<file path="src/rtl/alu_seq.sv">
// alu_seq: registered ALU with a start/done handshake, a multi-cycle
// shift-add multiplier and zero/carry/overflow flags.
// Single-cycle ops finish one cycle after start; MUL takes WIDTH+1 cycles.
module alu_seq #(
  parameter int WIDTH = 4
) (
  input  logic             clk,
  input  logic             rst_n,
  input  logic             start,
  input  logic [2:0]       alu_opcode,
  input  logic [WIDTH-1:0] reg1,
  input  logic [WIDTH-1:0] reg2,
  output logic             ready,
  output logic             done,
  output logic [WIDTH-1:0] ALU_out,
  output logic [WIDTH-1:0] ALU_out_hi,
  output logic             zero_flag,
  output logic             carry_flag,
  output logic             ovf_flag
);

  localparam int CNT_W = $clog2(WIDTH + 1);
  localparam int ACC_W = 2 * WIDTH;

  localparam logic [2:0] OP_ADD = 3'b000;
  localparam logic [2:0] OP_SUB = 3'b001;
  localparam logic [2:0] OP_AND = 3'b010;
  localparam logic [2:0] OP_OR  = 3'b011;
  localparam logic [2:0] OP_XOR = 3'b100;
  localparam logic [2:0] OP_MUL = 3'b101;
  localparam logic [2:0] OP_SLT = 3'b110;
  localparam logic [2:0] OP_MOV = 3'b111;

  typedef enum logic [1:0] {
    S_IDLE = 2'd0,
    S_MUL  = 2'd1,
    S_DONE = 2'd2
  } state_e;

  state_e           state;
  state_e           next_state;

  // Multiply working registers: multiplicand, shifting multiplier,
  // double-width accumulator and remaining-iteration counter.
  logic [WIDTH-1:0] op_a;
  logic [WIDTH-1:0] mult;
  logic [ACC_W-1:0] acc;
  logic [CNT_W-1:0] cnt;

  // Single-cycle datapath results.
  logic [WIDTH:0]   add_sum;
  logic [WIDTH-1:0] neg_b;
  logic [WIDTH-1:0] sub_res;
  logic             slt_bit;
  logic [WIDTH-1:0] alu_res;
  logic             alu_carry;
  logic             alu_ovf;

  // Multiply step results.
  logic [WIDTH:0]   mul_sum;
  logic [ACC_W-1:0] acc_next;
  logic             mul_last;

  // Single-cycle operations computed straight from the live inputs; they
  // are only captured on the cycle a start is accepted.
  always_comb begin
    add_sum   = {1'b0, reg1} + {1'b0, reg2};
    neg_b     = ~reg2 + WIDTH'(1);
    sub_res   = reg1 + neg_b;
    slt_bit   = ($signed(reg1) < $signed(reg2));
    alu_res   = '0;
    alu_carry = 1'b0;
    alu_ovf   = 1'b0;
    case (alu_opcode)
      OP_ADD: begin
        alu_res   = add_sum[WIDTH-1:0];
        alu_carry = add_sum[WIDTH];
        alu_ovf   = (reg1[WIDTH-1] == reg2[WIDTH-1]) &&
                    (add_sum[WIDTH-1] != reg1[WIDTH-1]);
      end
      OP_SUB: begin
        alu_res   = sub_res;
        alu_carry = (reg1 < reg2);
        alu_ovf   = (reg1[WIDTH-1] == neg_b[WIDTH-1]) &&
                    (sub_res[WIDTH-1] != reg1[WIDTH-1]);
      end
      OP_AND: alu_res = reg1 & reg2;
      OP_OR:  alu_res = reg1 | reg2;
      OP_XOR: alu_res = reg1 ^ reg2;
      OP_SLT: alu_res = {{(WIDTH-1){1'b0}}, slt_bit};
      OP_MOV: alu_res = reg1;
      default: alu_res = '0;
    endcase
  end

  // One shift-add iteration: conditionally add the multiplicand into the
  // upper half, then shift {carry, accumulator} right by one.
  always_comb begin
    mul_sum  = {1'b0, acc[ACC_W-1:WIDTH]} + (mult[0] ? {1'b0, op_a} : '0);
    acc_next = ACC_W'({mul_sum, acc[WIDTH-1:0]} >> 1);
    mul_last = (cnt == CNT_W'(1));
  end

  // State register.
  always_ff @(posedge clk or negedge rst_n) begin
    if (!rst_n) begin
      state <= S_IDLE;
    end else begin
      state <= next_state;
    end
  end

  // Next-state and handshake outputs; ready/done follow the state directly.
  always_comb begin
    next_state = state;
    ready      = 1'b0;
    done       = 1'b0;
    case (state)
      S_IDLE: begin
        ready = 1'b1;
        if (start) begin
          next_state = (alu_opcode == OP_MUL) ? S_MUL : S_DONE;
        end
      end
      S_MUL: begin
        if (mul_last) begin
          next_state = S_DONE;
        end
      end
      S_DONE: begin
        done       = 1'b1;
        next_state = S_IDLE;
      end
      default: next_state = S_IDLE;
    endcase
  end

  // Operand capture, multiply iterations and result/flag registers; the
  // visible outputs change only on the edge that enters DONE.
  always_ff @(posedge clk or negedge rst_n) begin
    if (!rst_n) begin
      op_a       <= '0;
      mult       <= '0;
      acc        <= '0;
      cnt        <= '0;
      ALU_out    <= '0;
      ALU_out_hi <= '0;
      zero_flag  <= 1'b0;
      carry_flag <= 1'b0;
      ovf_flag   <= 1'b0;
    end else begin
      case (state)
        S_IDLE: begin
          if (start) begin
            if (alu_opcode == OP_MUL) begin
              op_a <= reg1;
              mult <= reg2;
              acc  <= '0;
              cnt  <= CNT_W'(WIDTH);
            end else begin
              ALU_out    <= alu_res;
              ALU_out_hi <= '0;
              zero_flag  <= (alu_res == '0);
              carry_flag <= alu_carry;
              ovf_flag   <= alu_ovf;
            end
          end
        end
        S_MUL: begin
          acc  <= acc_next;
          mult <= mult >> 1;
          cnt  <= cnt - CNT_W'(1);
          if (mul_last) begin
            ALU_out    <= acc_next[WIDTH-1:0];
            ALU_out_hi <= acc_next[ACC_W-1:WIDTH];
            zero_flag  <= (acc_next == '0);
            carry_flag <= 1'b0;
            ovf_flag   <= (acc_next[ACC_W-1:WIDTH] != '0);
          end
        end
        default: begin
        end
      endcase
    end
  end

endmodule

</file>
<file path="config.mk">
export PLATFORM = sky130hd
export DESIGN_NAME = alu_seq
export DESIGN_NICKNAME = d
export VERILOG_FILES = /design/src/rtl/alu_seq.sv
export SDC_FILE = /design/constraint.sdc
export NUM_CORES = 1
export LEC_CHECK = 0
export BUFFER_PORTS_ARGS = -buffer_cell sky130_fd_sc_hd__clkbuf_2
export CORE_ASPECT_RATIO = 2
export CORE_MARGIN = 1.5
export CORE_UTILIZATION = 58
export DETAILED_ROUTE_END_ITERATION = 8
export PLACE_DENSITY = 0.79
export SLEW_MARGIN = 20
export SYNTH_ARGS = -nofsm -noshare
export SYNTH_HDL_FRONTEND = slang
export SYNTH_SLANG_ARGS = --single-unit
</file>
<file path="constraint.sdc">
create_clock -name clk -period 2.25 [get_ports clk]
set_input_delay 0.45 -clock clk [delete_from_list [all_inputs] [get_ports clk]]
set_output_delay 0.45 -clock clk [all_outputs]
set_load 0.05 [all_outputs]
</file>
; Yosys cells after proc, flatten, opt, wreduce, memory -nomap -nowiden
; Cells that the tools add are included.
; Widths: inputs -> output; s select.
[classes]
add_sub_neg = 5
mul = 0
div_mod_pow = 0
n_lt_le_gt_ge = 2
n_eq_ne = 18
shifts = 0
n_mux = 39
n_bitwise = 4
reduce_logical = 12
[ops]
columns = op, n
row1 = $mux 4, 9
row2 = $pmux 4 s7, 1
row3 = $pmux 4 s2, 3
row4 = $mux 8, 2
row5 = $pmux 8 s2, 1
row6 = $eq 3x3->1 const B, 4
row7 = $mux 1, 11
row8 = $add 4x4->5, 2
row9 = $pmux 1 s2, 5
row10 = $logic_not 8->1, 1
row11 = $lt 4x4->1, 2
row12 = $ne 2x2->1 const B, 4
row13 = $eq 3x1->1 const B, 2
row14 = $eq 3x2->1 const B, 2
row15 = $mux 2, 3
row16 = $mux 3, 2
row17 = $pmux 3 s2, 1
row18 = $reduce_and 3->1, 2
row19 = $add 4x1->4 const B, 1
row20 = $add 4x4->4, 1
row21 = $and 4x4->4, 1
row22 = $logic_not 4->1, 1
row23 = $not 4->4, 1
row24 = $or 4x4->4, 1
row25 = other kinds (14), 17
[totals]
register_bits = 32
latchBits = 0
ram_bits = 0
rom_bits = 0
in_bits = 14
out_inout_bits = 13
wordCells = 90
mem_count = 0

; Longest topological paths before layout
; Gate-level depths: netlist of run 1.
[depth]
depth_word = 9
depth_mapped = 9
ltp_nobuf = 9

; Worst setup path before layout of run 1
; Ideal clock, no wire load.
[synth_path]
kind = input to register
startpoint = input reg2[0]
endpoint = register ALU_out[3]
setup_time_ns = 0.126
t_arrival_ns = 2.083
required_ns = 2.124
path_slack_ns = 0.041
stages = 8
path_buffers = 0
cell_sequence = inv_1 > ha_1 > ha_1 > a21o_1 > a21oi_1 > xor2_1 > o221ai_2 > a221o_1
[synth_between]
elab_chain_len = 7
word_cells_on_any_way = 8
classes_between = add/sub: 3 / mux: 4 / bitwise: 1
[synth_lines]
columns = element, line
row1 = start: declaration, 12  ; input logic [WIDTH-1:0] reg2,
row2 = $not 4->4, 68  ; neg_b = ~reg2 + WIDTH'(1);
row3 = $add 4x1->4, 68
row4 = $add 4x4->4, 69  ; sub_res = reg1 + neg_b;
row5 = $pmux 4 s7 *, 74  ; case (alu_opcode)
row6 = $mux 4 *, 155  ; if (alu_opcode == OP_MUL) begin
row7 = $mux 4 *, 154  ; if (start) begin
row8 = $pmux 4 s2 *, 152  ; case (state)
row9 = end signal: assignment, 161  ; ALU_out <= alu_res;
row10 = end signal: assignment, 174  ; ALU_out <= acc_next[WIDTH-1:0];
row11 = end: declaration, 15  ; output logic [WIDTH-1:0] ALU_out,
; Mark *: on every way between the ends. The rest lies on a longest branch, timed or not. The select of a mux whose other input is x is not followed.
; A chain may end at the register's enable or synchronous reset.

; Worst setup path in the final report of run 1
; Same ends and word-level chain as after synthesis.

==> impl_metrics.toml, run 1 <==
[outcome]
outcome = "finished clean"

[sta]
fin_crit_sh_pct = 95.25
slew_violations = 0
hold_viol_final = 0
max-slew-margin-rel_pct = 49.68
tightest_slew_ps = 754.8
setup_violations = 0
fin_crit_ps = 2143
rsz0062_at_grt = "false"
skew_ps = 3.623
fmax_ghz = 0.4666

[critical_path]
endpoint_kind = "flop"
critPathSlowestCell = "a221o_1"
worst_ep_arrival_time_ps = 2310
cp.required_ps = 2420
crit_path_frequent_cell = "ha_1"
path_class = "input pin to flop"
start_kind = "input pin"
slowest_delay_ps = 330
cp_cell_sequence = "clkbuf_2, inv_1, ha_1, ha_1, a21o_1, a21oi_2, xor2_1, o221ai_2, a221o_1"
critPathMaxFanout = 3

[global_routing]
gr-usage-all-layers_pct = 27.10
grt-ovfl-total = 0
antenna_found_initial = 0
grt_pass1_vias = 1822
grt_pass1_wl_um = 8328
grt_max_degree = 32

[clock_tree]
htree_levels = 2
tritoncts = "yes"
hold_buffers = 0
cts_root_buf = "clkbuf_8"
cts-buffers-inserted = 5
post_cts_buffers = 0
ctsResizeCount = 0
clockBufferDepth = 2
insertion_delay_ps = 280
clkSinkCount = 31
clk_pin_slew_ps = 60

[drt]
antenna_left = 0
first_pass_iters = 5
wl_per_cell_um = 15.26
num_vias = 1913
drc = 0
drt_wl_total_um = 5128
via_per_inst = 5.693
drt_iter0_markers = 44

[synth]
synth_edf_count = 0
yosysTopAreaCell = "dfrtp_1"
synth_top_area_share_pct = 34.31
synthArstFlopShare_pct = 100.0
synth_seq_area_share_pct = 34.31
synth_cells = 244
syn-num-nets = 282
synth_seq_cells = 31
yosys_warnings = 0
synth_area_per_cell_sq_um = 9.266
synth.area.top_cells = "dfrtp_1 (34%), ha_1 (12%), nand2_1 (5.0%), o21ai_0 (3.3%), nor2_1 (2.8%)"
synth_area_sq_um = 2261
ys_types = 58
synth_flop_cell = "dfrtp_1"

[power]
p_leak_uw = 0.001361
peakVddDrop_mv = 0.3968
power_density_nw_per_um2 = 887.6
p_total_uw = 2320

[cells_and_area]
instances_no_fill = 336
fill_cells = 326
final_layout_size_suffix_gt1_share_pct = 24.21
fin_area_sq_um = 2614
layout_commonest_cell = "dfrtp_1"
utilization_pct = 68.72
layout_common_cells = "dfrtp_1 (31), nand2_1 (30), clkbuf_2 (26), ha_1 (21)"
multi_input_area_sq_um = 1348
nNetsFinal = 322
synthToLayoutAreaGrowth_pct = 15.61
register_area_sq_um = 775.7
antenna_cells = 0

[floorplanning]
die-area_sq_um = 4305
ios = 27
die_width_um = 47.15
coreArea_sq_um = 3804
initial_core_util_pct = 59.44
die_h_um = 91.30
core.rowCount = 32

[min_path]
hp-class = "input pin to asynchronous set/reset pin"

[placed_design]
io_buffers = 26
dp.cells = 328
place_area_sq_um = 2506
dp_hpwl_um = 4055
place_congestion = 0.8518

[flow_run]
max-cap-violations = 0
[where the power goes]
group	leakage, uW	internal [uW]	total (uW)	switching, uW
Clock	0.0000515	279	477	198
Combinational	0.000903	348	983	635
Sequential	0.000406	734	861	127
Total	0.00136	1360	2320	960
[final timing paths]
| check | startpoint | endpoint | slack, ps | cells past startpoint |
|---|---|---|---|---|
| max in group asynchronous | rst_n | ALU_out_hi[3] | 1540 | 1 |
| max | reg2[0] | ALU_out[3] | 110 | 9 |
| min reg2reg | mult[3] | mult[2] | 470 | 2 |
| min in group clk | mult[3] | mult[2] | 470 | 2 |
| max reg2reg | op_a[0] | zero_flag | 150 | 8 |
| min | rst_n | cnt[0] | 220 | 1 |
[cell type report]
| class | instances | area share, % |
|---|---|---|
| timing repair buffer | 43 | 9.861 |
| sequential | 31 | 29.68 |
| clock buffer | 8 | 3.830 |
| inverter | 17 | 2.633 |
| multi-input combinational | 186 | 51.56 |
| tap | 51 | 2.441 |
[per-stage QoR]
step	setup TNS [ps]	setup WS [ps]	hold WS (ps)
2_1_floorplan	0	40.67	154.4
3_3_place_gp	-300.4	-117.7	453.1
3_5_place_dp	-547.7	-213.7	468.4
4_1_cts	0	75.20	248.6
5_1_grt	0	6.108	277.2
6_report	0	106.9	221.0
[cells by family (layout without fill, tap and decap cells)]
| kind of cell | Yosys count | count (layout) | share of synthesized area [%] |
|---|---|---|---|
| muxes | 2 | 2 | 0.9408 |
| buffers and inverters | 27 | 68 | 6.420 |
| xor gates and xnor gates | 11 | 11 | 4.261 |
| adders and majority gates | 24 | 24 | 14.28 |
| DFF | 31 | 31 | 34.31 |
| AOI/OAI and AO/OA | 62 | 62 | 19.98 |
| and+or+nand+nor | 87 | 87 | 19.81 |
[synthesized netlist by cell type (2+ instances only)]
cell type,instances
inv_1,16
ha_1,21
a211oi_1,3
a21o_1,7
nand3b_1,2
nor2_1,17
dfrtp_1,31
a21oi_1,10
and2_2,2
o21bai_1,2
and2_1,5
o21ai_0,15
fa_1,3
buf_6,3
xor2_1,6
nand2_1,30
nand2b_1,4
a22oi_1,2
a32o_1,3
nor3_1,3
nand2b_2,2
a31oi_1,2
clkbuf_1,3
o211ai_1,2
nand3_1,10
a21boi_0,2
buf_2,2
and3_1,2
xnor2_1,5
[registers in the layout (all words and copies together) (netlist names)]
register and flops:
op_a 4, cnt 3, ALU_out_hi 4, acc 7, zero_flag 1, ALU_out 4, mult 4, carry_flag 1
state 2, ovf_flag 1
[critical path, delay by kind of cell]
| kind | cells | cell delay [ps] |
|---|---|---|
| xor+xnor | 1 | 240 |
| compound gates | 4 | 850 |
| fa+ha+maj | 2 | 610 |
| buf+inv | 2 | 170 |
[metal layers]
metal,vias to the layer above,GRT usage [%],wire length (um)
li1,933,-,-
met1,904,26.89,1830
met2,58,47.72,2846
met3,18,3.380,134
met4,0,17.36,318
met5,-,0,0
Note: power is estimated with default switching activity, not from simulation.
==> inputs of run 2 (changes only) <==
--- a/config.mk
+++ b/config.mk
@@ -7,7 +7,7 @@
 export LEC_CHECK = 0
 export BUFFER_PORTS_ARGS = -buffer_cell sky130_fd_sc_hd__clkbuf_2
 export CORE_ASPECT_RATIO = 2
-export CORE_MARGIN = 1.5
+export CORE_MARGIN = 2
 export CORE_UTILIZATION = 58
 export DETAILED_ROUTE_END_ITERATION = 8
 export PLACE_DENSITY = 0.79
==> run 2 against run 1 <==
  * Clock skew fell by 0.89 ps
  * Via count about the same
  * Worst hold slack improved by 7.7 ps
  * Flip-flop and latch count is the same
  * Non-clock buffer count unchanged
  * Register-to-register slack lost 60 ps
  * Sequential power about the same
  * Clock power is 1% lower
  * Global-route usage shrank 0.52 points
  * Critical endpoint is now zero_flag
==> impl_metrics.toml, run 2 (synthesized netlist as in run 1, its figures left out) <==
[outcome]
outcome = "finished clean"

[sta]
fmax_ghz = 0.4620
setup_violations = 0
whs_ps = 228.7
fin_crit_ps = 2164
rsz0062_at_grt = "false"
slew_violations = 0
hold_viol_final = 0
max-slew-margin-rel_pct = 49.39
finalSetupTns_ps = 0
fin_crit_sh_pct = 96.19
tightest_slew_ps = 759.1
skew_ps = 2.732

[critical_path]
cp.required_ps = 2430
path_class = "flop to flop"
r2r_end = "zero_flag"
critPathMaxFanout = 3
r2r_cells = 8
cp_cell_sequence = "and2_1, ha_1, fa_2, a21o_1, a21oi_1, and4_2, a31oi_4, o31ai_2"
critPathSlowestCell = "dfrtp_1"
worst-r2r-setup-slack_ps = 90
cpLargestDelayFamily = "compound AO/OA/AOI/OAI gates"
r2r-start = "mult[0]"
endpoint_kind = "flop"
crit_buf_inv = 0
slowest_delay_ps = 380
worst_ep_arrival_time_ps = 2350
start_kind = "flop"

[placed_design]
dp_hpwl_um = 4140
place_congestion = 0.8687
io_buffers = 26
dp.cells = 328
place_area_sq_um = 2506

[floorplanning]
core.rowCount = 32
die_h_um = 92.30
die-area_sq_um = 4444
initial_core_util_pct = 59.44
die_width_um = 48.15
ios = 27
coreArea_sq_um = 3804

[global_routing]
antenna_found_initial = 0
gr-usage-all-layers_pct = 26.58
grt_pass1_wl_um = 8321
grt_pass1_vias = 1886
grt_max_degree = 32
grt-ovfl-total = 0

[cells_and_area]
top_register = "acc"
final_layout_size_suffix_gt1_share_pct = 24.91
layout_commonest_cell = "dfrtp_1"
fin_area_sq_um = 2634
nNetsFinal = 322
instances_no_fill = 336
largest_reg_flops = 7
antenna_cells = 0
synthToLayoutAreaGrowth_pct = 16.49
layout_common_cells = "dfrtp_1 (31), nand2_1 (30), clkbuf_2 (26), ha_1 (20)"

[clock_tree]
clockBufferDepth = 2
clkSinkCount = 31
htree_levels = 2
tritoncts = "yes"
cts-buffers-inserted = 5
insertion_delay_ps = 280
cts_root_buf = "clkbuf_8"
post_cts_buffers = 0
clk_pin_slew_ps = 60

[flow_run]
max-cap-violations = 0

[drt]
drc = 0
wl_per_cell_um = 15.52
via_per_inst = 5.690
num_vias = 1912
first_pass_iters = 5
drt_iter0_markers = 39
drt_wl_total_um = 5216
antenna_left = 0

[power]
peakVddDrop_mv = 0.4288
p_leak_uw = 0.001358
power_density_nw_per_um2 = 889.7

[min_path]
hp-class = "input pin to asynchronous set/reset pin"
## run 2: power by group
| group | leakage (uW) | switching, uW | internal, uW | total, uW |
|---|---|---|---|---|
| clock | 0.0000515 | 193 | 279 | 472 |
| sequential | 0.000406 | 127 | 734 | 861 |
| combinational | 0.000900 | 654 | 357 | 1010 |
## run 2: layer usage
| metal | vias to the layer above | routed length, um | GRT usage, % |
|---|---|---|---|
| li1 | 930 | - | - |
| met1 | 901 | 1828 | 26.57 |
| met2 | 56 | 2818 | 43.97 |
| met3 | 25 | 118 | 1.754 |
| met4 | 0 | 451 | 23.42 |
| met5 | - | 0 | 0 |
## run 2: repair_timing
item                       CTS  global route
setup endpoints to repair    1             3
gates resized for setup      2             3
pin swaps                    0             0
hold buffers                 0             0
## run 2: worst max-delay path by stage
stage,start,end,depth (start not counted)
final,mult[0],zero_flag,8
after global routing,mult[0],ALU_out_hi[2],7
after CTS,mult[0],zero_flag,9
after detailed placement,reg2[0],ALU_out[2],10
after global placement,reg2[0],ALU_out[3],9
after floorplan,reg2[0],ALU_out[3],8
## run 2: final cells by class
type,count,area [sq um]
Multi-Input combinational cell,186,1368
Tap cell,51,63.81
Clock buffer,8,100.1
Timing Repair Buffer,43,257.7
Sequential cell,31,775.7
Inverter,17,68.82
Fill cell,317,1170
## run 2: through the flow
step           total power (uW)  worst slack [ps]  util [%]
6_report                   2343             85.66     69.24
2_1_floorplan              1574             40.67         -
3_5_place_dp               1856            -177.4     65.89
5_1_grt                    2509             1.283     69.24
4_1_cts                    2347             20.53     68.88
3_3_place_gp               1822            -116.8     65.89
==> inputs of run 3 (changes only) <==
--- a/config.mk
+++ b/config.mk
@@ -10,7 +10,7 @@
 export CORE_MARGIN = 2
 export CORE_UTILIZATION = 58
 export DETAILED_ROUTE_END_ITERATION = 8
-export PLACE_DENSITY = 0.79
+export PLACE_DENSITY = 0.76
 export SLEW_MARGIN = 20
 export SYNTH_ARGS = -nofsm -noshare
 export SYNTH_HDL_FRONTEND = slang
==> run 3 against run 2 <==
  * Die area is the same
  * Power grew 0.14%
  * First-iteration DRC count grew 51%
  * Final cell count shrank 0.30%
  * Global-route usage grew 1.1 points
  * Setup slack lost 28 ps
  * Non-clock buffer count shrank 1
  * Flip-flop and latch count is the same
  * Sequential power grew 0.5%
  * Worst hold slack lost 5.6 ps
  * Register-to-register slack lost 30 ps
==> impl_metrics.toml, run 3 (synthesized netlist as in run 1, its figures left out) <==
[outcome]
outcome = "finished clean"

[drt]
drt_iter0_markers = 59
first_pass_iters = 4
via_per_inst = 5.764
drc = 0
antenna_left = 0
wl_per_cell_um = 16.00
num_vias = 1931
drt_wl_total_um = 5360

[critical_path]
cp.required_ps = 2420
endpoint_kind = "flop"
worst_ep_arrival_time_ps = 2370
worst-r2r-setup-slack_ps = 60
r2r_cells = 8
start_kind = "flop"
r2r-start = "mult[0]"
path_class = "flop to flop"
critPathMaxFanout = 3
r2r_end = "ALU_out_hi[2]"

[sta]
setup_violations = 0
tightest_slew_ps = 751.5
fmax_ghz = 0.4561
max-slew-margin-rel_pct = 49.90
rsz0062_at_grt = "true"
setup_ws_ps = 57.69
hold_viol_final = 0
skew_ps = 4.115
fin_crit_sh_pct = 97.44
slew_violations = 0
fin_crit_ps = 2192

[cells_and_area]
fill_cells = 330
register_area_sq_um = 775.7
nNetsFinal = 321
final_layout_size_suffix_gt1_share_pct = 23.94
multi_input_area_sq_um = 1351
layout_common_cells = "dfrtp_1 (31), nand2_1 (30), clkbuf_2 (26), ha_1 (21), nor2_1 (17)"
antenna_cells = 0
largest_reg_flops = 7
layout_commonest_cell = "dfrtp_1"
synthToLayoutAreaGrowth_pct = 15.44
top_register = "acc"

[floorplanning]
die_width_um = 48.15
die_h_um = 92.30
ios = 27
coreArea_sq_um = 3804
core.rowCount = 32
die-area_sq_um = 4444
initial_core_util_pct = 59.44

[power]
peakVddDrop_mv = 0.4094
p_total_uw = 2347
power_density_nw_per_um2 = 899.1
p_leak_uw = 0.001358

[global_routing]
grt_max_degree = 32
grt_pass1_vias = 1933
gr-usage-all-layers_pct = 27.63
antenna_found_initial = 0
grt_pass1_wl_um = 8666
grt-ovfl-total = 0

[clock_tree]
insertion_delay_ps = 280
cts-buffers-inserted = 5
tritoncts = "yes"
htree_levels = 2
clk_pin_slew_ps = 70
cts_root_buf = "clkbuf_8"
clockBufferDepth = 2
clkSinkCount = 31
hold_buffers = 0

[flow_run]
max-cap-violations = 0

[min_path]
hp-class = "input pin to asynchronous set/reset pin"

[placed_design]
place_ws_ps = -139.3
io_buffers = 26
dp_hpwl_um = 4167
place_congestion = 0.8980
==> run 3: cell types whose count changed in the layout (fill, tap and decap cells not counted), sizes merged <==
cell  previous run  this run
buf             17        16
==> run 3: power breakdown <==
group | internal (uW) | leakage (uW) | total (uW) | switching [uW]
Clock | 279 | 0.0000515 | 481 | 202
Combinational | 351 | 0.000900 | 1000 | 650
Sequential | 734 | 0.000406 | 865 | 131
Total | 1360 | 0.00136 | 2350 | 983
==> run 3: routing by layer <==
layer	up-vias	GRT usage, %	share of wire [%]
met5	-	0	0
met3	22	4.678	3.0
li1	924	-	-
met1	937	27.43	34
met2	48	47.04	56
met4	0	18.69	6.5
==> run 3: final cells by class <==
type,count,area share [%]
Clock buffer,8,3.835
Sequential cell,31,29.72
Tap cell,51,2.445
Inverter,17,2.637
Multi-Input combinational cell,186,51.77
Timing Repair Buffer,42,9.588
==> run 3: metrics by stage <==
| stage | instance area [sq um] | hold slack (ps) | instances | TNS, ps | util [%] |
|---|---|---|---|---|---|
| detailed placement | 2499 | 463.2 | 327 | -361.9 | 65.69 |
| floorplan | 2261 | 154.4 | 244 | 0 | - |
| finish | 2610 | 223.2 | 335 | 0 | 68.62 |
| global route | 2610 | 288.9 | 335 | -10.89 | 68.62 |
| global placement | 2499 | 455.0 | 327 | -271.2 | 65.69 |
| CTS | 2599 | 252.9 | 335 | 0 | 68.32 |
==> run 3: how the worst max path moves through the flow <==
stage	start	to	slack (ps)	cells past startpoint
2_1_floorplan	reg2[0]	ALU_out[3]	40	8
3_3_place_gp	reg2[0]	ALU_out[3]	-110	9
3_5_place_dp	reg2[0]	ALU_out[3]	-140	9
4_1_cts	mult[0]	zero_flag	40	8
5_1_grt	mult[0]	zero_flag	-7	8
6_report	mult[0]	ALU_out_hi[2]	60	8
==> run 3: critical path, cell delays in order (launching register included) <==
cell and delay, ps:
dfrtp_1 400, buf_4 150, and2_1 160, ha_1 280
a21o_1 150, a21oi_1 190, xor2_1 340, nor2_1 140
mux2_2 280
==> run 3: what timing repair did <==
item	4_1_cts	5_1_grt
setup buffers	0	0
gates resized for setup	0	2
endpoints found under the setup margin	0	3
